==> src/rtl/bus_host_arbiter_pkg.sv <==
// Shared types and width helpers for the bus host arbiter and its ID FIFO.
package bus_arb_pkg;

    localparam int unsigned NrHostsDefault = 2;

    // Index width that stays at least one bit wide for single-entry ranges.
    function automatic int unsigned idx_width(input int unsigned n);
        return (n > 1) ? $clog2(n) : 1;
    endfunction

    localparam int unsigned HostIdxW = idx_width(NrHostsDefault);

    typedef logic [HostIdxW-1:0] host_idx_t;

    typedef enum logic {
        ARB_FREE   = 1'b0,
        ARB_LOCKED = 1'b1
    } arb_state_e;

endpackage

==> src/rtl/bus_host_arbiter_if.sv <==
// Host-side and device-side bus signals of the arbiter, bundled per direction.
interface bus_host_arbiter_if #(
    parameter int unsigned NrHosts      = 2,
    parameter int unsigned DataWidth    = 32,
    parameter int unsigned AddressWidth = 32
);

    logic                      host_req_i    [NrHosts];
    logic                      host_gnt_o    [NrHosts];
    logic [AddressWidth-1:0]   host_addr_i   [NrHosts];
    logic                      host_we_i     [NrHosts];
    logic [DataWidth/8-1:0]    host_be_i     [NrHosts];
    logic [DataWidth-1:0]      host_wdata_i  [NrHosts];
    logic                      host_rvalid_o [NrHosts];
    logic [DataWidth-1:0]      host_rdata_o  [NrHosts];
    logic                      host_err_o    [NrHosts];

    logic                      dev_req_o;
    logic                      dev_gnt_i;
    logic [AddressWidth-1:0]   dev_addr_o;
    logic                      dev_we_o;
    logic [DataWidth/8-1:0]    dev_be_o;
    logic [DataWidth-1:0]      dev_wdata_o;
    logic                      dev_rvalid_i;
    logic [DataWidth-1:0]      dev_rdata_i;
    logic                      dev_err_i;

    modport slave (
        input  host_req_i, host_addr_i, host_we_i, host_be_i, host_wdata_i,
        output host_gnt_o, host_rvalid_o, host_rdata_o, host_err_o,
        output dev_req_o, dev_addr_o, dev_we_o, dev_be_o, dev_wdata_o,
        input  dev_gnt_i, dev_rvalid_i, dev_rdata_i, dev_err_i
    );

    modport master (
        output host_req_i, host_addr_i, host_we_i, host_be_i, host_wdata_i,
        input  host_gnt_o, host_rvalid_o, host_rdata_o, host_err_o,
        input  dev_req_o, dev_addr_o, dev_we_o, dev_be_o, dev_wdata_o,
        output dev_gnt_i, dev_rvalid_i, dev_rdata_i, dev_err_i
    );

endinterface

==> src/rtl/bus_host_arbiter_id_fifo.sv <==
// In-order FIFO of granted host indices; the head names the owner of the next response.
module bus_arb_id_fifo
    import bus_arb_pkg::*;
#(
    parameter int unsigned Depth = 2,
    parameter int unsigned Width = HostIdxW
) (
    input  logic             clk_i,
    input  logic             rst_ni,
    input  logic             push_i,
    input  logic             pop_i,
    input  logic [Width-1:0] data_i,
    output logic [Width-1:0] head_o,
    output logic             full_o,
    output logic             empty_o
);

    localparam int unsigned     PtrW     = idx_width(Depth);
    localparam int unsigned     CntW     = $clog2(Depth + 1);
    localparam logic [PtrW-1:0] LastPtr  = PtrW'(Depth - 1);
    localparam logic [CntW-1:0] DepthCnt = CntW'(Depth);

    logic [Width-1:0] r_mem [Depth];
    logic [PtrW-1:0]  r_wr_ptr;
    logic [PtrW-1:0]  r_rd_ptr;
    logic [CntW-1:0]  r_count;
    logic             w_push;
    logic             w_pop;

    assign full_o  = (r_count == DepthCnt);
    assign empty_o = (r_count == '0);
    assign head_o  = r_mem[r_rd_ptr];

    // Overflow and underflow requests are ignored so the pointers never corrupt.
    assign w_push = push_i & ~full_o;
    assign w_pop  = pop_i & ~empty_o;

    always_ff @(posedge clk_i) begin
        if (w_push) begin
            r_mem[r_wr_ptr] <= data_i;
        end
    end

    always_ff @(posedge clk_i or negedge rst_ni) begin
        if (!rst_ni) begin
            r_wr_ptr <= '0;
            r_rd_ptr <= '0;
            r_count  <= '0;
        end else begin
            if (w_push) begin
                r_wr_ptr <= (r_wr_ptr == LastPtr) ? '0 : r_wr_ptr + 1'b1;
            end
            if (w_pop) begin
                r_rd_ptr <= (r_rd_ptr == LastPtr) ? '0 : r_rd_ptr + 1'b1;
            end
            case ({w_push, w_pop})
                2'b10:   r_count <= r_count + 1'b1;
                2'b01:   r_count <= r_count - 1'b1;
                default: r_count <= r_count;
            endcase
        end
    end

endmodule

==> src/rtl/bus_host_arbiter.sv <==
// Round-robin arbiter sharing one bus host port among several hosts; responses are
// routed back in order through an ID FIFO.
module bus_host_arbiter
    import bus_arb_pkg::*;
#(
    parameter int unsigned NrHosts        = 2,
    parameter int unsigned DataWidth      = 32,
    parameter int unsigned AddressWidth   = 32,
    parameter int unsigned MaxOutstanding = 2
) (
    input  logic              clk_i,
    input  logic              rst_ni,
    bus_host_arbiter_if.slave bus
);

    localparam int unsigned IdxW = idx_width(NrHosts);

    typedef logic [IdxW-1:0] idx_t;

    localparam idx_t LastIdx = idx_t'(NrHosts - 1);

    arb_state_e  r_state;
    arb_state_e  w_state_nxt;
    idx_t        r_prio;
    idx_t        w_prio_nxt;
    idx_t        r_lock_idx;
    idx_t        w_lock_idx_nxt;
    idx_t        w_rr_sel;
    idx_t        w_cand;
    idx_t        w_sel;
    idx_t        w_fld;
    idx_t        w_head;
    int unsigned w_pos;
    logic        w_any_req;
    logic        w_lock_hold;
    logic        w_req;
    logic        w_grant;
    logic        w_resp;
    logic        w_full;
    logic        w_empty;

    // Scan from the highest offset down so the lowest offset from r_prio wins.
    always_comb begin : rr_scan
        w_any_req = 1'b0;
        w_rr_sel  = '0;
        w_cand    = '0;
        w_pos     = 0;
        for (int unsigned h = 0; h < NrHosts; h++) begin
            w_any_req = w_any_req | bus.host_req_i[idx_t'(h)];
        end
        for (int unsigned k = NrHosts; k > 0; k--) begin
            w_pos = 32'(r_prio) + k - 1;
            if (w_pos >= NrHosts) begin
                w_pos = w_pos - NrHosts;
            end
            w_cand = idx_t'(w_pos);
            if (bus.host_req_i[w_cand]) begin
                w_rr_sel = w_cand;
            end
        end
    end

    // A stalled request keeps its host until granted, unless that host withdraws.
    assign w_lock_hold = (r_state == ARB_LOCKED) && bus.host_req_i[r_lock_idx];
    assign w_sel       = w_lock_hold ? r_lock_idx : w_rr_sel;

    assign w_req   = rst_ni & w_any_req & ~w_full;
    assign w_grant = w_req & bus.dev_gnt_i;
    assign w_resp  = rst_ni & bus.dev_rvalid_i & ~w_empty;
    assign w_fld   = w_req ? w_sel : '0;

    always_comb begin : out_mux
        for (int unsigned h = 0; h < NrHosts; h++) begin
            bus.host_gnt_o[idx_t'(h)]    = w_grant && (w_sel == idx_t'(h));
            bus.host_rvalid_o[idx_t'(h)] = w_resp && (w_head == idx_t'(h));
            bus.host_rdata_o[idx_t'(h)]  = bus.dev_rdata_i;
            bus.host_err_o[idx_t'(h)]    = bus.dev_err_i;
        end
        bus.dev_req_o   = w_req;
        bus.dev_addr_o  = bus.host_addr_i[w_fld];
        bus.dev_we_o    = bus.host_we_i[w_fld];
        bus.dev_be_o    = bus.host_be_i[w_fld];
        bus.dev_wdata_o = bus.host_wdata_i[w_fld];
    end

    always_comb begin : arb_fsm
        w_state_nxt    = ARB_FREE;
        w_lock_idx_nxt = r_lock_idx;
        w_prio_nxt     = r_prio;
        if (w_req && !bus.dev_gnt_i) begin
            w_state_nxt    = ARB_LOCKED;
            w_lock_idx_nxt = w_sel;
        end
        if (w_grant) begin
            w_prio_nxt = (w_sel == LastIdx) ? '0 : w_sel + 1'b1;
        end
    end

    always_ff @(posedge clk_i or negedge rst_ni) begin
        if (!rst_ni) begin
            r_state    <= ARB_FREE;
            r_lock_idx <= '0;
            r_prio     <= '0;
        end else begin
            r_state    <= w_state_nxt;
            r_lock_idx <= w_lock_idx_nxt;
            r_prio     <= w_prio_nxt;
        end
    end

    bus_arb_id_fifo #(
        .Depth (MaxOutstanding),
        .Width (IdxW)
    ) u_id_fifo (
        .clk_i   (clk_i),
        .rst_ni  (rst_ni),
        .push_i  (w_grant),
        .pop_i   (w_resp),
        .data_i  (w_sel),
        .head_o  (w_head),
        .full_o  (w_full),
        .empty_o (w_empty)
    );

endmodule

==> src/flat_wrapper.sv <==
// flat-port wrapper written by rule: the top's interface ports become plain ports
module bus_host_arbiter_flat import bus_arb_pkg::*;
#(
    parameter int unsigned NrHosts        = 2,
    parameter int unsigned DataWidth      = 32,
    parameter int unsigned AddressWidth   = 32,
    parameter int unsigned MaxOutstanding = 2
)
  (clk_i, rst_ni, bus_host_req_i, bus_host_addr_i, bus_host_we_i, bus_host_be_i, bus_host_wdata_i, bus_host_gnt_o, bus_host_rvalid_o, bus_host_rdata_o, bus_host_err_o, bus_dev_req_o, bus_dev_addr_o, bus_dev_we_o, bus_dev_be_o, bus_dev_wdata_o, bus_dev_gnt_i, bus_dev_rvalid_i, bus_dev_rdata_i, bus_dev_err_i);
  bus_host_arbiter_if #(.NrHosts(NrHosts), .DataWidth(DataWidth), .AddressWidth(AddressWidth)) bus_i ();
  input  logic clk_i;
  input  logic rst_ni;
  input wire logic [$bits(bus_i.host_req_i)-1:0] bus_host_req_i;
  input wire logic [$bits(bus_i.host_addr_i)-1:0] bus_host_addr_i;
  input wire logic [$bits(bus_i.host_we_i)-1:0] bus_host_we_i;
  input wire logic [$bits(bus_i.host_be_i)-1:0] bus_host_be_i;
  input wire logic [$bits(bus_i.host_wdata_i)-1:0] bus_host_wdata_i;
  output wire logic [$bits(bus_i.host_gnt_o)-1:0] bus_host_gnt_o;
  output wire logic [$bits(bus_i.host_rvalid_o)-1:0] bus_host_rvalid_o;
  output wire logic [$bits(bus_i.host_rdata_o)-1:0] bus_host_rdata_o;
  output wire logic [$bits(bus_i.host_err_o)-1:0] bus_host_err_o;
  output wire logic [$bits(bus_i.dev_req_o)-1:0] bus_dev_req_o;
  output wire logic [$bits(bus_i.dev_addr_o)-1:0] bus_dev_addr_o;
  output wire logic [$bits(bus_i.dev_we_o)-1:0] bus_dev_we_o;
  output wire logic [$bits(bus_i.dev_be_o)-1:0] bus_dev_be_o;
  output wire logic [$bits(bus_i.dev_wdata_o)-1:0] bus_dev_wdata_o;
  input wire logic [$bits(bus_i.dev_gnt_i)-1:0] bus_dev_gnt_i;
  input wire logic [$bits(bus_i.dev_rvalid_i)-1:0] bus_dev_rvalid_i;
  input wire logic [$bits(bus_i.dev_rdata_i)-1:0] bus_dev_rdata_i;
  input wire logic [$bits(bus_i.dev_err_i)-1:0] bus_dev_err_i;
  assign bus_i.host_req_i = {>>{bus_host_req_i}};
  assign bus_i.host_addr_i = {>>{bus_host_addr_i}};
  assign bus_i.host_we_i = {>>{bus_host_we_i}};
  assign bus_i.host_be_i = {>>{bus_host_be_i}};
  assign bus_i.host_wdata_i = {>>{bus_host_wdata_i}};
  assign bus_host_gnt_o = {>>{bus_i.host_gnt_o}};
  assign bus_host_rvalid_o = {>>{bus_i.host_rvalid_o}};
  assign bus_host_rdata_o = {>>{bus_i.host_rdata_o}};
  assign bus_host_err_o = {>>{bus_i.host_err_o}};
  assign bus_dev_req_o = bus_i.dev_req_o;
  assign bus_dev_addr_o = bus_i.dev_addr_o;
  assign bus_dev_we_o = bus_i.dev_we_o;
  assign bus_dev_be_o = bus_i.dev_be_o;
  assign bus_dev_wdata_o = bus_i.dev_wdata_o;
  assign bus_i.dev_gnt_i = bus_dev_gnt_i;
  assign bus_i.dev_rvalid_i = bus_dev_rvalid_i;
  assign bus_i.dev_rdata_i = bus_dev_rdata_i;
  assign bus_i.dev_err_i = bus_dev_err_i;
  bus_host_arbiter #(.NrHosts(NrHosts), .DataWidth(DataWidth), .AddressWidth(AddressWidth), .MaxOutstanding(MaxOutstanding)) u_core (.clk_i(clk_i), .rst_ni(rst_ni), .bus(bus_i));
endmodule
==> config.mk <==
export PLATFORM = sky130hd
export DESIGN_NAME = bus_host_arbiter_flat
export DESIGN_NICKNAME = d
export VERILOG_FILES = /design/src/rtl/bus_host_arbiter_pkg.sv /design/src/rtl/bus_host_arbiter_if.sv /design/src/rtl/bus_host_arbiter_id_fifo.sv /design/src/rtl/bus_host_arbiter.sv /design/src/flat_wrapper.sv
export SDC_FILE = /design/constraint.sdc
export NUM_CORES = 1
export LEC_CHECK = 0
export ABC_AREA = 0
export CAP_MARGIN = 20
export CORE_AREA = 2 2 122 124
export DETAILED_ROUTE_END_ITERATION = 16
export DIE_AREA = 0 0 124 126
export PLACE_DENSITY_LB_ADDON = 0.2
export SLEW_MARGIN = 25
export SYNTH_ARGS = -nofsm -noshare
export SYNTH_HDL_FRONTEND = slang
export SYNTH_SLANG_ARGS = --single-unit
==> constraint.sdc <==
create_clock -name clk_i -period 3.1 [get_ports clk_i]
set_input_delay 0.31 -clock clk_i [delete_from_list [all_inputs] [get_ports clk_i]]
set_output_delay 0.31 -clock clk_i [all_outputs]
set_load 0.02 [all_outputs]
# Word-level counts from Yosys, hierarchy flattened
# Memory sizes are Yosys's and may differ from the RTL's.
# Index checks and enable logic that the tools add are counted.
[op_classes]
n_addsub = 11
n_lt_le_gt_ge = 6
n_eq_ne = 3
n_mux = 34
bitwise_logic = 16
reduce_logical = 9
[ops]
columns = ["operator", "count"]
rows = [
  ["$mux W32", 6],
  ["$ge A32 B2 Y1 const B", 2],
  ["$mux W1", 24],
  ["$mux W4", 3],
  ["$ge A2 B2 Y1 const B", 4],
  ["$not A1 Y2", 4],
  ["$and A1 B1 Y1", 7],
  ["$logic_and A1 B1 Y1", 6],
  ["$eq A2 B2 Y1 const B", 2],
  ["$not A1 Y1", 4],
  ["$pmux W2 S2", 1],
  ["$sub A3 B1 Y4 const B", 1],
  ["$add A1 B1 Y1 const B", 3],
  ["$add A1 B2 Y3 const B", 1],
  ["$sub A2 B1 Y3 const B", 1],
  ["$add A1 B1 Y2 const B", 1],
  ["$add A2 B1 Y2 const B", 1],
  ["$eq A2 B1 Y1 const B", 1],
  ["$logic_not A2 Y1", 1],
  ["$reduce_bool A2 Y1", 1],
  ["$sub A1 B1 Y1 const B", 2],
  ["$sub A2 B1 Y2 const B", 1],
  ["$logic_not A1 Y1", 1],
  ["$or A1 B1 Y1", 1],
]
[totals]
reg_bits = 7
mem_bits_rw = 2
in_bits = 177
out_inout_bits = 140
n_memories = 1
[mem_list]
columns = ["name", "depth", "width", "rd", "rd_clocked_by_memory_dff", "wr", "line_no", "rtl"]
rows = [
  ["u_core.u_id_fifo.r_mem", 2, 1, 1, 0, 1, "bus_host_arbiter_id_fifo.sv:23", "logic [Width-1:0] r_mem [Depth];"],
]

# Logic depth before layout (Yosys ltp)
# Gate-level depths: netlist of run 1.
[depth]
depth_word = 16
depth_mapped = 6
depth_no_buf = 6

# By module
# From an unflattened synthesis of run 1, not the netlist that was laid out.
[unflattened]
hier_cells = 189
area_unflattened_um2 = 1818.0
[modules_own_cells]
columns = ["module", "instances", "cells_per_inst", "area_each_um2", "seq_area_each_um2"]
rows = [
  ["bus_host_arbiter", 1, 168, 1550.2, 75.1],
  ["bus_arb_id_fifo", 1, 21, 267.8, 160.2],
]

# Worst setup path after synthesis of run 1
# No wires, ideal clock.
[synth_path]
path_type = "register to output"
startpoint = "reg u_core.r_state"
endpoint = "out bus_dev_be_o[0]"
t_arrival_ps = 1627
t_required_ps = 2790
setup_slack_ps = 1163
stages_incl_launch_ff = 6
path_buffers = 2
path_cell_list = "dfrtp_1 mux2_4 o2111ai_4 buf_6 buf_6 mux2_1"
[synth_between]
elab_chain_cells = 7
[synth_lines]
columns = ["element", "line_no", "rtl"]
rows = [
  ["start: declaration", "bus_host_arbiter.sv:22", "arb_state_e r_state;"],
  ["start signal: assignment", "bus_host_arbiter.sv:105", "r_state <= w_state_nxt;"],
  ["$logic_and A1 B1 Y1", "bus_host_arbiter.sv:64", "assign w_lock_hold = (r_state == ARB_LOCKED) && bus.host_req_i[r_lock_idx];"],
  ["$mux W1", "bus_host_arbiter.sv:65", "assign w_sel = w_lock_hold ? r_lock_idx : w_rr_sel;"],
  ["$mux W1", "bus_host_arbiter.sv:70", "assign w_fld = w_req ? w_sel : '0;"],
  ["$not A1 Y2 (implied by the code)", "bus_host_arbiter.sv:82", "bus.dev_be_o = bus.host_be_i[w_fld];"],
  ["$mux W4 (implied by the code) (3 in a row)", "bus_host_arbiter.sv:82", ""],
  ["end: declaration", "flat_wrapper.sv:25", "output wire logic [$bits(bus_i.dev_be_o)-1:0] bus_dev_be_o;"],
]
# Every way passes these cells. The select of a mux whose other input is x is not followed.

# Final worst setup path of run 1
[layout_path]
startpoint = "reg u_core.u_id_fifo.r_count[0]"
endpoint = "out bus_dev_we_o"
[layout_between]
elab_chain_cells = 8
[layout_lines]
columns = ["element", "line_no", "rtl"]
rows = [
  ["start: declaration", "bus_host_arbiter_id_fifo.sv:26", "logic [CntW-1:0] r_count;"],
  ["start signal: assignment", "bus_host_arbiter_id_fifo.sv:57", "2'b10: r_count <= r_count + 1'b1;"],
  ["start signal: assignment", "bus_host_arbiter_id_fifo.sv:58", "2'b01: r_count <= r_count - 1'b1;"],
  ["start signal: assignment", "bus_host_arbiter_id_fifo.sv:59", "default: r_count <= r_count;"],
  ["$eq A2 B2 Y1", "bus_host_arbiter_id_fifo.sv:30", "assign full_o = (r_count == DepthCnt);"],
  ["$not A1 Y1", "bus_host_arbiter.sv:67", "assign w_req = rst_ni & w_any_req & ~w_full;"],
  ["$and A1 B1 Y1", "bus_host_arbiter.sv:67", ""],
  ["$mux W1", "bus_host_arbiter.sv:70", ""],
  ["$not A1 Y2 (implied by the code)", "bus_host_arbiter.sv:81", "bus.dev_we_o = bus.host_we_i[w_fld];"],
  ["$mux W1 (implied by the code) (3 in a row)", "bus_host_arbiter.sv:81", ""],
  ["end: declaration", "flat_wrapper.sv:24", "output wire logic [$bits(bus_i.dev_we_o)-1:0] bus_dev_we_o;"],
]
# Every way passes these cells. The select of a mux whose other input is x is not followed.

==> results of run 1 <==
==> kinds of logic after synthesis <==
kind of cell             Yosys count  synth area share
buffers and inverters             77             0.318
multiplexers                      73             0.459
AND/OR/NAND/NOR                   13            0.0390
flip-flops                         9             0.131
XOR/XNOR                           5            0.0244
AO/OA/AOI/OAI                      3            0.0216
adder cells (fa/ha/maj)            1           0.00697
==> per-layer routing <==
metal | up-vias | GRT usage | wire length, µm | share of wire
met5 | - | 0 | 0 | 0
met4 | 0 | 0.0350 | 201 | 0.027
met3 | 16 | 0.0426 | 1150 | 0.15
met2 | 154 | 0.165 | 3820 | 0.50
met1 | 807 | 0.0848 | 2400 | 0.32
li1 | 861 | - | - | -
==> power groups by stage <==
stage / combinational [W] / clock [W] / sequential (W)
2_1_floorplan: 0.000679 / 0 / 0.000198
3_3_place_gp: 0.00106 / 0 / 0.000204
3_5_place_dp: 0.00105 / 0 / 0.000205
4_1_cts: 0.00106 / 0.000230 / 0.000203
5_1_grt: 0.00112 / 0.000237 / 0.000210
6_report: 0.00104 / 0.000223 / 0.000202
==> flip-flops by register name (all words and copies together) (netlist names) <==
name,count
u_core.u_id_fifo.r_mem,2
u_core.u_id_fifo.r_count,2
u_core.r_lock_idx,1
u_core.r_prio,1
u_core.u_id_fifo.r_wr_ptr,1
u_core.u_id_fifo.r_rd_ptr,1
u_core.r_state,1
==> placed cells by master, fill, tap and decap left out, types with 2 or more instances in the layout <==
master and instances:
buf_4 2, clkbuf_16 3, clkdlybuf4s50_1 217, xnor2_1 4, dfrtp_1 7, mux2_1 10, mux2_2 61, edfxtp_1 2
nor2_1 8, inv_1 4
==> metrics by stage <==
step	power [W]	cells	setup WS, ns	area (µm²)
global route	0.00156	516	0.232	3760
CTS	0.00150	516	0.303	3760
finish	0.00147	516	0.350	3760
global placement	0.00126	512	0.351	3680
detailed placement	0.00126	512	0.340	3680
floorplan	0.000876	181	1.16	1800
==> worst reg2reg max path, cell delays in order (launching register included) <==
cell	delay, ns
dfrtp_1	0.41
or2b_2	0.36
nand4b_1	0.29
ha_1	0.33
nor2_1	0.14
xor2_1	0.15
==> layout make-up <==
class,instances,share of cell area
Multi-Input combinational cell,95,0.263
Inverter,4,0.00400
Sequential cell,9,0.0626
Clock buffer,4,0.0210
Tap cell,184,0.0613
Timing Repair Buffer,220,0.588
==> worst min-delay path by stage <==
stage / endpoint / startpoint / depth (start not counted)
final: u_core.u_id_fifo.r_wr_ptr / rst_ni / 2
after global routing: u_core.u_id_fifo.r_wr_ptr / rst_ni / 2
after CTS: u_core.u_id_fifo.r_wr_ptr / rst_ni / 2
after detailed placement: u_core.u_id_fifo.r_count[1] / u_core.u_id_fifo.r_count[1] / 1
after global placement: u_core.u_id_fifo.r_count[1] / u_core.u_id_fifo.r_count[1] / 1
after floorplan: u_core.r_lock_idx / rst_ni / 0
==> impl_results.md, run 1 <==
* Worst-Margin Slew at 0.457 ns
* Setup TNS at 0 ns
* Worst-path cell chain: or2b_2 -> o2111ai_4 -> buf_12 -> mux2_2 -> clkdlybuf4s50_1
* Critical Setup Path Class: reg2out
* Top cells by count, synth: 71 x buf_4, 61 x mux2_2, 10 x mux2_1, 8 x nor2_1, 7 x dfrtp_1
* Vias per Instance at approximately 3.6
* Reg clk slew, reported paths at around 0.04 ns
* Area of the multi-input gates at between 900 and 1000 µm²
* Sequential share of power at 0.138
* Largest net degree at the start of global routing at 55
* Unique masters post-synth at 21
* CP max stage cell: clkdlybuf4s50_1
* FF-to-FF End: u_core.u_id_fifo.r_count[1]
* WL final at approximately 7.6 mm
* Synth area leader: mux2_2
* Clk Latency, worst-skew pair at approximately 0.23 ns
* Most numerous cell in the Yosys netlist: buf_4
* Final #Nets at 511
* Fin Hold WS at 0.466 ns
* Clock sink total at 9
* Critical Path RT at between 2 and 3 ns
* Die Footprint at between 15,000 and 20,000 µm²
* Slew HR at 0.694
* Initial antenna violation count at 0
* Max Clock Freq at approximately 360 MHz
* N_diodes at 0
* Worst setup path startpoint: u_core.u_id_fifo.r_count[0]
* Min-Delay Path Class: in2async
* Seq/Total Area, Yosys at 0.131
* Max IR drop VDD at 125 µV
* Grt ovf at 0
* Final Skew at 0.00104 ns
* Post CTS Setup Buffer Count at 0
* Final Hold Viols at 0
* Core area at about 14,000 µm²
* Crit path largest cell delay at ~0.57 ns
* Final period util at 0.887
* Remaining DRCs at 0
* Net Count, Synth at between 300 and 400
* First-pass GRT wire length at 10.6 mm
* Worst R2R Path Depth at 5
* Fin crit period at between 2 and 3 ns
* Fin util at 0.262
* Total GRT Usage at 0.0898
* WL/cell at about 15 µm
* Element type at the critical path end: primary output
* Die Y at 126 µm
* EDFF count, synth at 2
* Row count at between 40 and 50
* Input/output buffers at around 220
* Synth top area cells: mux2_2 38%, buf_4 30%, dfrtp_1 9.8%
* Initial Util at 0.125
* CP top delay family: buffers and inverters
* Slew Limit Fails at 0
* Final setup violation count at 0
* Power share of the combinational group at 0.710
* Net Switching at approximately 0.00052 W
* Mapped Area at about 1800 µm²
* Max-cap violation count at 0
* CTS tree: yes
* Number of global-route vias before repair at slightly above 2,000
* Fill count at between 1,500 and 2,000
* Share of the synthesized area in the top cell type at 0.383
* Initial DRC count at 20
* RSZ-0062 raised after global routing: no
* Syn Area/Cell at just under 10 µm²
* DRT Pass-1 Iters at 2
* Worst Path Arrival at 2.44 ns
* Via count at between 1,500 and 2,000
* Worst setup SP type: register
* H-Tree Depth at 1
* Status: complete, no violations
* Cts hold-fix bufs at 0
* Static Leakage at 1.40 nW
* Sw Share at 0.354
* Critical path depth at 5
* ANT nets after route at 0
* Buffers & Inverters on Critical Path at 2
* Width of the die at 124 µm
* R2R setup slack at roughly 1.3 ns
* CP Max Fanout at 54
* Asr flop ratio synth at 0.778
* Clock share of power at 0.152
* Storage element area at between 200 and 250 µm²
* Num CTS Buffers at 3
* Clock Tree Root: clkbuf_16
* Area delta synth->final at 109%
* Pwr/cell area at about 390 nW/µm²
* CP endpoint: bus_dev_we_o
* Resize count post-CTS at 0
* Post-DP HPWL at 6.56 mm
* Pint at 0.000948 W
* GP Congestion at 0.722
* # IOs at between 300 and 400
* Post-Syn Instances at 181
* Total number of yosys warnings at 0
* Clock tree buffer depth at 2
* Ratio of cells with drive above 1 in the final layout at 0.214
* Seq cells post-synth at 9
* Post-synth top flop: dfrtp_1
* R2R Path Start: u_core.u_id_fifo.r_count[0]
No activity file was read; power rests on OpenSTA's default activity.
==> run 2, diff against run 1 <==
CORE_AREA = 2 2 123 125   (was 2 2 122 124)
DIE_AREA = 0 0 125 127   (was 0 0 124 126)
HOLD_SLACK_MARGIN = 0.06   (was default)
PLACE_DENSITY = 0.56   (was default)
PLACE_DENSITY_LB_ADDON = default   (was 0.2)
SYNTH_HIERARCHICAL = 1   (was default)
==> impl_results.md, run 2 <==
* Status: complete, no violations
* Post-synth top flop: dfrtp_1
* Vias per Instance at 3.56 (about the same)
* Num CTS Buffers at 3 (unchanged)
* Met3 Usage GRT at 0.0356 (-0.00698)
* Max-cap violation count at 0 (unchanged)
* Row count at 44 (unchanged)
* Grt ovf at 0 (unchanged)
* Resize count post-CTS at 0 (unchanged)
* Asr flop ratio synth at 0.778 (unchanged)
* Die Y at 127 µm (+0.79%)
* Element type at the critical path end: primary output
* Width of the die at 125 µm (+0.81%)
* Clock sink total at 9 (unchanged)
* Grt met1 use at 0.0973 (+0.0125)
* Worst-Margin Slew at 0.480 ns (+0.0225 ns)
* Worst Path Arrival at 2.55 ns (+0.11 ns)
* Mapped Area at 1820 µm² (+1.3%)
* Max IR drop VDD at 504 µV (+300%)
* Most numerous cell in the Yosys netlist: buf_4
* Ratio of cells with drive above 1 in the final layout at 0.203 (-0.0109)
* Slew HR at 0.677 (-0.0170)
* Clock Tree Root: clkbuf_16
* Final #Nets at 519 (+1.6%)
* Remaining DRCs at 0 (unchanged)
* Largest net degree at the start of global routing at 60 (+9.1%)
* Placed Instances at 520 (+1.6%)
* Critical Setup Path Class: reg2out
* Fin Hold WS at 0.379 ns (-0.0867 ns)
* R2R Path Start: u_core/u_id_fifo/r_count[0]
* Initial DRC count at 28 (+40%)
* GP Congestion at 0.968 (+34%)
* Static Leakage at 1.42 nW (+1.4%)
* Seq cells post-synth at 9 (unchanged)
* Commonest non-fill, non-tap cell in the layout: clkdlybuf4s50_1
* Commonest non-fill, non-tap cells in the layout: 217 x clkdlybuf4s50_1, 60 x mux2_2, 10 x mux2_1, 8 x nor2_1, 7 x dfrtp_1
* Area delta synth->final at 108%
* Post-Syn Instances at 189 (+4.4%)
* Total number of yosys warnings at 6 (+6)
* Seq/Total Area, Yosys at 0.129 (-0.00162)
* EDFF count, synth at 2 (unchanged)
* Final Hold Viols at 0 (unchanged)
* WL final at 7.32 mm (-3.4%)
* Grt peak-use layer: met2
* Initial antenna violation count at 0 (unchanged)
* WL/cell at 14.0 µm (-4.9%)
* Post CTS Setup Buffer Count at 0 (unchanged)
* Core area at 14,400 µm² (+0.77%)
* Critical Path RT at 2.79 ns (about the same)
* Final WS setup at 0.237 ns (-0.113 ns)
* Pwr/cell area at 392 nW/µm² (+0.24%)
* Net Count, Synth at 367 (+2.2%)
* First-pass GRT wire length at 10.8 mm (+1.4%)
* N_diodes at 0 (unchanged)
* CP Max Fanout at 59 (+9.3%)
* Worst setup SP type: register
* Synth area leader: mux2_2
* Clk Latency, worst-skew pair at 0.23 ns (about the same)
* Synth top area cells: mux2_2 37%, buf_4 29%, dfrtp_1 9.6%
* Min-Delay Path Class: in2async
* RSZ-0062 raised after global routing: no
* Max Clock Freq at 349 MHz (-3.9%)
* Share of the synthesized area in the top cell type at 0.372 (-0.0109)
* H-Tree Depth at 1 (unchanged)
* Via count at 1,867 (+1.6%)
* Final setup violation count at 0 (unchanged)
* Top cells by count, synth: 71 x buf_4, 60 x mux2_2, 10 x mux2_1, 8 x nor2_1, 7 x dfrtp_1
* Slew Limit Fails at 0 (unchanged)
* Setup TNS at 0 ns (unchanged)
* # IOs at 317 (unchanged)
* Total GRT Usage at 0.0830 (-0.00678)
* Syn Area/Cell at 9.62 µm² (-3.0%)
* Unique masters post-synth at 25 (+19%)
* Reg clk slew, reported paths at 0.04 ns (about the same)
* DRT Pass-1 Iters at 4 (+2)
* Final Skew at 0.00172 ns (+0.000678 ns)
* Top flop regs: u_core/u_id_fifo/r_count (2), u_core/u_id_fifo/r_mem (2)
* ANT nets after route at 0 (unchanged)
* Worst setup path startpoint: u_core/u_id_fifo/r_count[0]
* CTS tree: yes
* Clock tree buffer depth at 2 (unchanged)
* Initial Util at 0.126 (+0.000604)
* R2R setup slack at 1.08 ns (-0.26 ns)
* Met2 Usage GRT at 0.140 (-0.0251)
* Die Footprint at 15,900 µm² (+1.6%)
* Final cell count without fillers at 524 (+1.6%)
* Final period util at 0.924 (+0.0365)
* Placed Area at 3700 µm² (+0.61%)
* Input/output buffers at 217 (unchanged)
* Final Cell Area at 3780 µm² (+0.60%)
* Post-DP HPWL at 6.28 mm (-4.3%)
* Number of global-route vias before repair at 2,025 (unchanged)
* Fin crit period at 2.86 ns (+0.113 ns)
* Pre-CTS setup slack at 0.350 ns (+0.00927 ns)
* Fill count at 1,553 (+0.71%)
* Cts hold-fix bufs at 0 (unchanged)
[run 2: cell count changes in the layout (fill, tap and decap cells not counted), sizes merged, moves of 2 or more]
| cell | delta |
|---|---|
| nor3 | +2 |
| nand2 | +2 |
| nand2b | +2 |
| o31ai | +2 |
[run 2: cells by family (layout without fill, tap and decap cells)]
logic type	after synthesis	in the layout	share of synthesized area
compound gates	6	6	0.0303
xor+xnor	5	5	0.0241
fa+ha+maj	1	1	0.00688
buf+inv	77	228	0.314
flops	9	9	0.129
mux	71	71	0.442
simple gates	20	20	0.0537
[run 2: power breakdown]
group | total, W | switching [W] | internal [W]
logic | 0.00105 | 0.000442 | 0.000607
registers | 0.000203 | 0.0000337 | 0.000170
clock network | 0.000226 | 0.0000547 | 0.000172
[run 2: final cells by class]
class / instances / area (µm²) / area share
well taps: 184 / 230 / 0.0609
multi-input cells: 103 / 1010 / 0.268
flip-flops and latches: 9 / 235 / 0.0623
inverters: 4 / 15.0 / 0.00397
clock buffers: 4 / 78.8 / 0.0209
repair buffers: 220 / 2210 / 0.584
[run 2: layer usage]
metal | vias to the layer above | share of wire
met5 | - | 0
met4 | 0 | 0.024
met3 | 15 | 0.11
met2 | 138 | 0.48
met1 | 832 | 0.39
li1 | 882 | -
[run 2: final timing paths]
kind / endpoint / depth (start not counted)
worst min-delay path: u_core/u_id_fifo/r_rd_ptr / 2
worst min register to register: u_core/u_id_fifo/r_rd_ptr / 1
max in group asynchronous: u_core/u_id_fifo/r_count[0] / 2
worst max register to register: u_core/u_id_fifo/r_count[1] / 9
worst max-delay path: bus_dev_wdata_o[15] / 7
min in group clk_i: u_core/u_id_fifo/r_rd_ptr / 1
[run 2: critical path, cell delays in order (launching register included)]
cell	delay (ns)
dfrtp_1	0.41
nand2b_1	0.19
inv_1	0.07
and2b_1	0.23
o211ai_4	0.11
buf_12	0.30
mux2_1	0.39
clkdlybuf4s50_1	0.55
[run 2: through the flow]
| step | util | power (W) |
|---|---|---|
| floorplan | - | 0.000888 |
| global placement | 0.257 | 0.00125 |
| detailed placement | 0.257 | 0.00126 |
| CTS | 0.262 | 0.00150 |
| global route | 0.262 | 0.00157 |
| finish | 0.262 | 0.00148 |
